[config.mk]
export PLATFORM = sky130hd
export DESIGN_NAME = modn_down_timer
export DESIGN_NICKNAME = d
export VERILOG_FILES = /design/src/rtl/modn_down_timer.sv
export SDC_FILE = /design/constraint.sdc
export NUM_CORES = 1
export LEC_CHECK = 0
export CORE_AREA = 2 2 39 41
export CTS_BUF_LIST = sky130_fd_sc_hd__clkbuf_8
export DETAILED_ROUTE_END_ITERATION = 10
export DIE_AREA = 0 0 41 43
export DONT_BUFFER_PORTS = 1
export PLACE_DENSITY = 0.53
export SLEW_MARGIN = 30
export SYNTH_ARGS = -nofsm -noshare
export SYNTH_HDL_FRONTEND = slang
export SYNTH_SLANG_ARGS = --single-unit
[constraint.sdc]
create_clock -name clk -period 1.5 [get_ports clk]
set_clock_uncertainty 0.05 [all_clocks]
set_input_delay 0.3 -clock clk [delete_from_list [all_inputs] [get_ports clk]]
set_output_delay 0.3 -clock clk [all_outputs]
set_load 0.005 [all_outputs]
[src/rtl/modn_down_timer.sv]
// Loadable mod-N down counter / timer with one-shot and auto-reload modes.
// Emits a registered one-cycle done pulse on the edge that leaves count 0.
module modn_down_timer #(
   parameter int M = 3,
   parameter int N = 5
) (
   input  logic         clk,
   input  logic         reset,
   input  logic         en,
   input  logic         start,
   input  logic         load,
   input  logic [M-1:0] load_val,
   input  logic         auto_reload,
   output logic [M-1:0] out,
   output logic         done,
   output logic         busy
);

   typedef enum logic {
      IDLE = 1'b0,
      RUN  = 1'b1
   } state_t;

   localparam logic [M-1:0] RST_VAL = M'(N);

   state_t       state;
   logic [M-1:0] reload_reg;

   always_ff @(posedge clk) begin
      if (reset) begin
         state      <= IDLE;
         reload_reg <= RST_VAL;
         out        <= RST_VAL;
         done       <= 1'b0;
         busy       <= 1'b0;
      end else begin
         done <= 1'b0;
         if (load) begin
            // load wins over any decrement or terminal event this edge
            reload_reg <= load_val;
            out        <= load_val;
            if (state == IDLE && start) begin
               state <= RUN;
               busy  <= 1'b1;
            end
         end else begin
            case (state)
               IDLE: begin
                  if (start) begin
                     state <= RUN;
                     busy  <= 1'b1;
                  end
               end
               RUN: begin
                  if (en) begin
                     if (out == '0) begin
                        out  <= reload_reg;
                        done <= 1'b1;
                        if (!auto_reload) begin
                           state <= IDLE;
                           busy  <= 1'b0;
                        end
                     end else begin
                        out <= out - 1'b1;
                     end
                  end
               end
               default: begin
                  state <= IDLE;
                  busy  <= 1'b0;
               end
            endcase
         end
      end
   end

endmodule

==> out/results.tsv <==
metric	value	unit
outcome	finished, final reports clean	
reg2reg start	out[0]$_SDFFE_PP1P_	
PnR worst setup slack	72.4	ps
layout cells sized above 1	0.192	
post-layout power	0.601	mW
input/output buffers	0	
Fill cells	146	
Hold Violations, Final	0	
Worst slew margin	0.766	
core area	1380	sq um
clk slew on worst S/H paths	40	ps
crit path from	out[0]$_SDFFE_PP1P_	
Iter 0 DRT Violations	3	
Critical Path RT	1590	ps
Die X	41	microns
vias in the first global route	325	
routing usage on met3	0.0995	
cell row count	14	
R2R depth	5	
clock tree from TritonCTS	done	
cell area power density	1140	nW/um^2
fin area	528	sq um
cts hold-fix bufs	0	
met2 GRT Util	0.163	
Setup Buffers After CTS	0	
crit share post-route	0.952	
GRT Total Usage	0.128	
pin count of the biggest net entering global routing	12	
R2R Path End	out[1]$_SDFFE_PP0P_	
Nets	64	
H-tree depth	1	
worst path arrival time	1520	ps
half-perimeter wire length after placement	640	microns
die area	1760	sq um
max-slew violations	0	
M1 GR Usage	0.163	
initial core utilization	0.316	
Clock Tree Buf Depth	2	
Syn Inst Count	48	
Routed Wire Length	860	microns
ANT nets after route	0	
Synth Net Count	59	
Resize count post-CTS	1	
clock root buffer	clkbuf_8	
R2R Setup Slk	70	ps
clock buffer count from CTS	3	
crit path to	out[1]$_SDFFE_PP0P_	
post-synth top area share	0.411	
commonest non-fill, non-tap cell in the layout	dfxtp_1	
setup violators final	0	
area grow syn2layout	20.6	%
Avg Inst Size Synth	9.12	sq um
DRC viols	0	
antenna violations before repair	0	
maximum vdd drop	0.667	mV
clock period minus final worst setup slack	1430	ps
WL/cell	12.6	microns
Clk Latency, worst-skew pair	230	ps
Synth cell types	25	
I/O Pins	14	
total congestion overflow	0	
maxcap violations	0	
Post-DP Area	464	sq um
worst hold-check path type	primary input to flip-flop	
most frequent cells in the layout	9 x dfxtp_1, 6 x inv_1, 4 x nor2_1	
slew at the pin closest to its max-slew limit	348	ps
Setup crit end kind	flip-flop	
Setup WS pre-CTS	12.7	ps
Yosys top cell by area	dfxtp_1	
global placement routability congestion	0.689	
Pre-Repair DR Iteration Count	2	
first-pass GRT wire length	1460	microns
Ys Warns	0	
#FFs+latches synth	9	
vias	358	
vias per cell	5.26	
die height	43	microns
crit-path max FO	3	
clock sink total	9	
register area share after synthesis	0.411	
fmax	0.700	GHz
Critical Path Source Type	flip-flop	
Most Crowded Layer GR	met1	
final core occ	0.382	
CP Class	flip-flop to flip-flop	
ANT cells	0	
Leakage	0.224	nW
synthesized area	438	sq um
top cells by area, synth	dfxtp_1 41%, mux2i_1 6.9%, ha_1 5.7%	
==> layer usage <==
layer / vias to the layer above / wire [microns] / share of wire
met5: - / 0 / 0
li1: 178 / - / -
met1: 166 / 373 / 0.43
met2: 11 / 409 / 0.48
met3: 3 / 69 / 0.080
met4: 0 / 8 / 0.0093
==> area by class of cell <==
type | instances | area (sq um) | share of cell area
flip-flops and latches | 9 | 180 | 0.341
multi-input cells | 32 | 249 | 0.472
clock buffers | 3 | 41.3 | 0.0782
inverters | 5 | 18.8 | 0.0355
well taps | 16 | 20.0 | 0.0379
clock inverters | 1 | 3.75 | 0.00711
repair buffers | 2 | 15.0 | 0.0284
==> worst max-delay path, cell delays in order (launching register included) <==
cell and delay (ps):
dfxtp_1 320, inv_1 90, ha_4 190, nor3b_1 130, a211o_1 290, a311oi_2 270
==> per-stage QoR <==
step | std cells | hold WS, ps | setup TNS (ps)
after floorplan | 48 | 380 | 0
after global placement | 64 | 324 | 0
after detailed placement | 64 | 329 | 0
after CTS | 68 | 81.2 | 0
after global routing | 68 | 72.6 | -27.7
final | 68 | 86.8 | 0
==> logic make-up after synthesis <==
group                    count (synthesis)  share of synthesized area
AO/OA/AOI/OAI                           11                      0.183
multiplexers                             3                     0.0686
adder cells (fa/ha/maj)                  2                     0.0571
flip-flops                               9                      0.411
buffers and inverters                    7                     0.0628
AND/OR/NAND/NOR                         16                      0.217
==> Yosys cell counts <==
cell	count
nor3_1	1
a311oi_1	1
dfxtp_1	9
o21ai_0	2
inv_1	5
a41oi_1	1
o32ai_1	1
a21o_1	1
nand2_2	1
nand2_1	1
ha_1	2
or2_2	1
a2bb2oi_1	1
nor4_1	2
nand2b_1	2
nor3b_1	1
nor2_1	4
a211o_1	2
nand3_1	1
buf_2	1
nand2b_4	1
clkbuf_1	1
mux2i_1	3
a21oi_1	2
nand3b_1	1
==> where the power goes <==
group,switching (mW),internal [mW],total [mW]
clock network,0.0919,0.178,0.270
logic,0.0272,0.0352,0.0624
registers,0.0129,0.256,0.269
total,0.132,0.469,0.601
==> worst min-delay path by stage <==
stage	start	to	cells past startpoint	slack, ps
2_1_floorplan	reload_reg[2]$_SDFFE_PP1P_	reload_reg[2]$_SDFFE_PP1P_	2	380
3_3_place_gp	reset	reload_reg[1]$_SDFFE_PP0P_	1	320
3_5_place_dp	reset	reload_reg[1]$_SDFFE_PP0P_	1	330
4_1_cts	reset	reload_reg[1]$_SDFFE_PP0P_	1	80
5_1_grt	reset	reload_reg[1]$_SDFFE_PP0P_	1	70
6_report	reset	reload_reg[1]$_SDFFE_PP0P_	1	90
(Power assumes the default switching activity.)
